--- config.mk ---
export PLATFORM = sky130hd
export DESIGN_NAME = regfile_wr_arbiter
export DESIGN_NICKNAME = d
export VERILOG_FILES = /design/src/rtl/regfile_wr_arbiter.sv
export SDC_FILE = /design/constraint.sdc
export NUM_CORES = 1
export LEC_CHECK = 0
export BUFFER_PORTS_ARGS = -buffer_cell sky130_fd_sc_hd__clkbuf_2
export CAP_MARGIN = 20
export CORE_MARGIN = 2
export CORE_UTILIZATION = 23
export CTS_CLUSTER_DIAMETER = 80
export DETAILED_ROUTE_END_ITERATION = 8
export GPL_ROUTABILITY_DRIVEN = 0
export HOLD_SLACK_MARGIN = 0.02
export PLACE_DENSITY = 0.43
export SKIP_LAST_GASP = 1
export SYNTH_ARGS = -nofsm -noshare
export SYNTH_HDL_FRONTEND = slang
export SYNTH_SLANG_ARGS = --single-unit
export TNS_END_PERCENT = 10
--- constraint.sdc ---
create_clock -name clk -period 4.3 [get_ports clk]
set_input_delay 0.86 -clock clk [delete_from_list [all_inputs] [get_ports clk]]
set_output_delay 0.86 -clock clk [all_outputs]
set_load 0.02 [all_outputs]
--- src/rtl/regfile_wr_arbiter.sv ---
// Round-robin arbiter sharing the regfile write port among NREQ producers,
// with a registered write stage and a 32-entry busy scoreboard.
module regfile_wr_arbiter #(
   parameter int NREQ = 4
) (
   input  logic               clk,
   input  logic               rst,
   input  logic [NREQ-1:0]    req_valid,
   input  logic [NREQ*5-1:0]  req_addr,
   input  logic [NREQ*32-1:0] req_data,
   output logic [NREQ-1:0]    req_ready,
   input  logic               rsv_valid,
   input  logic [4:0]         rsv_addr,
   output logic               rsv_ready,
   input  logic [4:0]         q0_addr,
   input  logic [4:0]         q1_addr,
   output logic               q0_busy,
   output logic               q1_busy,
   output logic [31:0]        busy,
   output logic               write_enable,
   output logic [4:0]         write_addr,
   output logic [31:0]        write_data
);

   localparam int PW = (NREQ > 1) ? $clog2(NREQ) : 1;

   logic [PW-1:0] rr_q, rr_d;
   logic [31:0]   busy_q, busy_d;
   logic          we_q, we_d;
   logic [4:0]    wa_q, wa_d;
   logic [31:0]   wd_q, wd_d;

   logic [4:0]    a_arr [NREQ];
   logic [31:0]   d_arr [NREQ];
   logic          gnt;
   logic [PW-1:0] win;
   logic [PW-1:0] ix;
   logic [4:0]    g_addr;
   logic [31:0]   g_data;

   always_comb begin
      for (int i = 0; i < NREQ; i++) begin
         a_arr[i] = req_addr[i*5 +: 5];
         d_arr[i] = req_data[i*32 +: 32];
      end
   end

   // Search begins one past the last winner; first valid requester wins.
   always_comb begin
      req_ready = '0;
      gnt       = 1'b0;
      win       = rr_q;
      ix        = '0;
      g_addr    = '0;
      g_data    = '0;
      for (int k = 1; k <= NREQ; k++) begin
         ix = PW'((int'(rr_q) + k) % NREQ);
         if (!gnt && req_valid[ix]) begin
            gnt           = 1'b1;
            win           = ix;
            req_ready[ix] = 1'b1;
            g_addr        = a_arr[ix];
            g_data        = d_arr[ix];
         end
      end
   end

   assign rsv_ready = ~busy_q[rsv_addr];
   assign q0_busy   = busy_q[q0_addr];
   assign q1_busy   = busy_q[q1_addr];
   assign busy      = busy_q;

   // Grant clears first; an accepted reservation then sets, so r0 never sticks.
   always_comb begin
      busy_d = busy_q;
      if (gnt)
         busy_d[g_addr] = 1'b0;
      if (rsv_valid && rsv_ready)
         busy_d[rsv_addr] = 1'b1;
      busy_d[0] = 1'b0;
      rr_d = gnt ? win : rr_q;
      we_d = gnt && (g_addr != 5'd0);
      wa_d = gnt ? g_addr : wa_q;
      wd_d = gnt ? g_data : wd_q;
   end

   always_ff @(posedge clk or posedge rst) begin
      if (rst) begin
         rr_q   <= PW'(NREQ - 1);
         busy_q <= '0;
         we_q   <= 1'b0;
         wa_q   <= '0;
         wd_q   <= '0;
      end else begin
         rr_q   <= rr_d;
         busy_q <= busy_d;
         we_q   <= we_d;
         wa_q   <= wa_d;
         wd_q   <= wd_d;
      end
   end

   assign write_enable = we_q;
   assign write_addr   = wa_q;
   assign write_data   = wd_q;

endmodule

### Word level (Yosys, flattened, before mapping)

Cells that the tools add are included.

| operators by class | value |
|---|---|
| add/subtract/negate cells | 4 |
| $mul | 0 |
| div/mod/pow operators | 0 |
| $lt $le $gt $ge | 18 |
| equality and inequality tests | 0 |
| shift-type cells | 0 |
| muxes and demuxes | 72 |
| bitwise operators | 11 |
| reduce and logical (&&, ||, !) cells | 17 |

Operators by type and width:

| operator | number |
|---|---|
| 32-bit 2-to-1 mux | 14 |
| 32-bit binary-select mux with 2-bit select | 4 |
| 5-bit 2-to-1 mux | 12 |
| 5-bit binary-select mux with 2-bit select | 4 |
| 32-bit bitwise AND | 1 |
| 32-bit NOT | 1 |
| 32-bit OR | 1 |
| 5-bit by 6-bit < comparator with 1-bit output, second input constant | 4 |
| 1-bit 2-to-1 mux | 17 |
| 4-bit 2-to-1 mux | 4 |
| 1-bit binary-select mux with 5-bit select | 3 |
| 3-bit greater-or-equal comparator, second input constant | 4 |
| 2-bit by 3-bit < comparator with 1-bit output, second input constant | 4 |
| 2-bit NOT with 3-bit output | 4 |
| 4-bit OR | 3 |
| 1-bit logical AND | 11 |
| 1-bit demux with 5-bit select | 2 |
| 5-bit by 1-bit greater-or-equal comparator with 1-bit output, second input constant | 2 |
| 1-bit binary-select mux with 2-bit select | 4 |
| 1-bit demux with 2-bit select | 4 |
| 2-bit by 1-bit greater-or-equal comparator with 1-bit output, second input constant | 4 |
| 2-bit 2-to-1 mux | 4 |
| 5-bit nonzero test | 1 |
| 2-bit by 1-bit adder with 2-bit output, second input constant | 2 |
| other kinds (5) | 8 |

| word-level totals | value |
|---|---|
| bits in registers | 71 |
| latch bits | 0 |
| RAM bits | 0 |
| memory bits (read-only) | 0 |
| input port bits | 170 |
| output and inout bits | 77 |
| logic and storage cells | 127 |
| memories | 0 |

### Logic depth before layout (Yosys ltp)

| logic depth | value |
|---|---|
| depth after elaboration | 22 |
| depth in mapped cells | 16 |
| gate-level depth less buffers | 8 |

### Worst setup path before layout

No wires, ideal clock.

| timing path | value |
|---|---|
| path kind | reg-to-output |
| start | register rr_q[0] |
| end | output port req_ready[0] |
| arrival time | 3,831 ps |
| data required time | 3,440 ps |
| slack | -391 ps |
| cell stages (with the launch flop) | 14 |
| buffers on the path | 7 |
| cells stage by stage | dfstp_2 -> buf_6 -> buf_12 -> buf_6 -> buf_6 -> buf_4 -> clkinv_1 -> ha_1 -> mux4_2 -> nor4b_4 -> buf_2 -> clkbuf_1 -> a22oi_1 -> o21ai_0 |

| between the ends | value |
|---|---|
| cells in the longest elaborated chain, start to end | 13 |
| elaborated cells on any way between the ends | 48 |
| those cells by class | add/sub: 4; order compare: 8; mux: 23; bitwise: 3; reduce/logical: 10 |

Ends and longest elaborated chain:

| element | line | source |
|---|---|---|
| start: declaration | 27 | `logic [PW-1:0] rr_q, rr_d;` |
| start signal: assignment | 89 | `rr_q <= PW'(NREQ - 1);` |
| start signal: assignment | 95 | `rr_q <= rr_d;` |
| parallel branches: the longest is 12 deep, another holds 2-bit by 3-bit < comparator with 1-bit output | - |  |
| 4-bit 2-to-1 mux * | 58 | `if (!gnt && req_valid[ix]) begin` |
| end: declaration | 11 | `output logic [NREQ-1:0] req_ready,` |

Every way passes the cells marked *. The select of a mux whose other input is x is not followed.

### Worst setup path in the final report

| timing path | value |
|---|---|
| start | register rr_q[0] |
| end | output port req_ready[1] |

Same word-level chain as after synthesis.

==> metrics.txt <==
postcts setup bufs=0; Via density=roughly 5.5; Hold Crit Class=reg2reg; Slew Viols, Final=0; synth cell count leaders=98 x mux4_2, 69 x dfrtp_1, 47 x o21ai_1, 37 x nand2_1, 33 x mux2i_1; Main synth FF type=dfrtp_1; Fillers=~3600; area grow syn2layout=25.1%; clock sink total=71; RSZ-0062 raised after global routing=false; hold_ws=482 ps; Ys Warns=0; register clock-pin slew on the reported worst setup and hold paths=approximately 60 ps; VDD IR max=around 0.41 mV; Cell Area, Placed=roughly 9500 um2; DRC=0; Post-synth EDFFs=0; IO buf count=between 200 and 250; vias in the first global route=about 7600; clock share of power=0.101; switch share=0.509; Core Util, Final=0.293; Leak=~4.0 nW; setup slack after layout=around 220 ps; Post-synth ARST share=1.00; Peak Freq=245 MHz; CTS tree=done; Flop pwr share=0.159; clock buffer depth=2; DR iter-0 viols=between 500 and 600; final worst-path cycle share=0.948; Pint=roughly 4.2 mW; Syn Inst Count=~700; Synth Cell Area=slightly below 8000 um2; remaining antenna violation count after routing=0; Core ar.=approximately 34000 um2; Sw Pwr=4.35 mW; synth top area cells=mux4_2 28%, dfrtp_1 22%, mux2i_1 4.2%; Clk Latency, worst-skew pair=around 350 ps; sequential share of the synthesized area=0.227; share of post-route cells with drive strength above 1=0.484; hpwl dp=23.0 mm; unique cell type count in the Yosys netlist=75; Max-Slew Margin vs Limit=0.420; Power, Total=roughly 8.6 mW; Max Clock Skew=a little over 9 ps; CTS Buf Count=9; dpl ws=about 520 ps; nets=1092; die width=189 um; Reg area=about 1800 um2; DR pass1 iterations=5; CP Launch Type=flop; Comb pwr share=0.740; pin count of the biggest net entering global routing=57; CTS Root Cell=clkbuf_16; Post-Route WL=between 30 and 40 mm; fin area=around 9800 um2; status=finished clean; row count=between 60 and 70; Syn Area/Cell=11.3 um2; Multi-input gate area=5680 um2; CP Capture Type=output port; post-synth top area cell=mux4_2; initial antenna violation count=4; worst-margin pin slew=roughly 870 ps; Worst Path Max Fanout=27; most instantiated library cell after synthesis=mux4_2; cts hold-fix bufs=0; Final Hold Violating Endpoints=0; vias=7594; full die area=35600 um2; setup TNS=0 ps; GRT Total Usage=0.170; H-tree depth=3; CP Class=reg2out; pwr/cell area=872 nW/um2; DR WL/cell=around 22 um; # IOs=247; Syn Nets=about 870; Placed Cells=1351; grt ovf=0; Max Cap Viol=0; Starting Density=0.234; Die Y=between 150 and 200 um; WP data required=~3400 ps; Yosys reg bits=71; Final min period=4080 ps; Setup-failing EPs final=0; Arrival @ worst endpoint=approximately 3200 ps; post-synth top area share=0.281; first-pass GRT wire length=46.7 mm; Final Non-Filler Cells=between 1000 and 1500
-- final timing paths --
path                                      startpoint                          to  slack [ps]  cells after the start
max                              rr_q[0]$_DFFE_PP1P_                req_ready[1]         220                      6
min                        write_addr[1]$_DFFE_PP0N_   write_addr[1]$_DFFE_PP0N_         480                      2
max reg2reg                      rr_q[0]$_DFFE_PP1P_  write_data[23]$_DFFE_PP0N_         590                      9
min reg2reg                write_addr[1]$_DFFE_PP0N_   write_addr[1]$_DFFE_PP0N_         480                      2
max in group asynchronous                        rst  write_data[17]$_DFFE_PP0N_        2860                      3
min in group asynchronous                        rst           busy[6]$_DFF_PP0_         640                      2
-- power by group through the flow --
stage | clock, mW | combinational, mW | sequential (mW)
finish | 0.864 | 6.33 | 1.36
global route | 0.922 | 6.90 | 1.40
CTS | 0.890 | 6.37 | 1.36
detailed placement | 0 | 6.37 | 1.36
global placement | 0 | 6.36 | 1.37
floorplan | 0 | 4.47 | 1.59
-- layout by cell type, fill, tap and decap left out, types with 13 or more instances in the layout --
cell type	instances
a21oi_1	20
a221oi_1	30
a22o_1	13
a22oi_1	28
buf_4	24
clkbuf_2	245
dfrtp_1	69
mux2_2	15
mux2i_1	33
mux4_2	98
nand2_1	37
nor2_1	28
o21ai_0	23
o21ai_1	47
o22ai_1	22
-- state kept, by name, indices dropped and copies added, names as in the netlist --
| register | count |
|---|---|
| write_addr | 5 |
| write_enable | 1 |
| rr_q | 2 |
| write_data | 32 |
| busy | 31 |
-- logic make-up after synthesis --
group | after synthesis | synth area share
AOI/OAI and AO/OA | 250 | 0.233
xor gates and xnor gates | 1 | 0.00112
adders and majority gates | 8 | 0.0128
buffers and inverters | 73 | 0.0525
DFF | 71 | 0.227
muxes | 153 | 0.367
other | 1 | 0.000478
and+or+nand+nor | 138 | 0.107
-- repair_timing --
action                                 4_1_cts  5_1_grt
setup endpoints to repair                    0        1
gates resized for setup                      0        1
endpoints found under the hold margin        0        0
-- per-layer routing --
layer,share of wire,global-route usage,vias up
li1,-,-,3383
met1,0.44,0.229,3885
met2,0.48,0.277,295
met3,0.067,0.0387,27
met4,0.013,0.0382,4
met5,0.00089,0,-
-- worst max-delay path, stage by stage (launching register included) --
cell	delay (ps)
dfstp_4	730
buf_4	380
mux4_2	730
nor4b_4	560
a22oi_1	160
o21ai_2	120
clkbuf_2	190
-- final cells by class --
type                       instances  share of cell area
tap                              448              0.0571
inverter                          12             0.00485
sequential                        71               0.182
clock inverter                     7              0.0106
timing repair buffer             269               0.143
clock buffer                       9              0.0230
antenna                            2            0.000510
multi-input combinational        551               0.579
(Power assumes the default switching activity.)
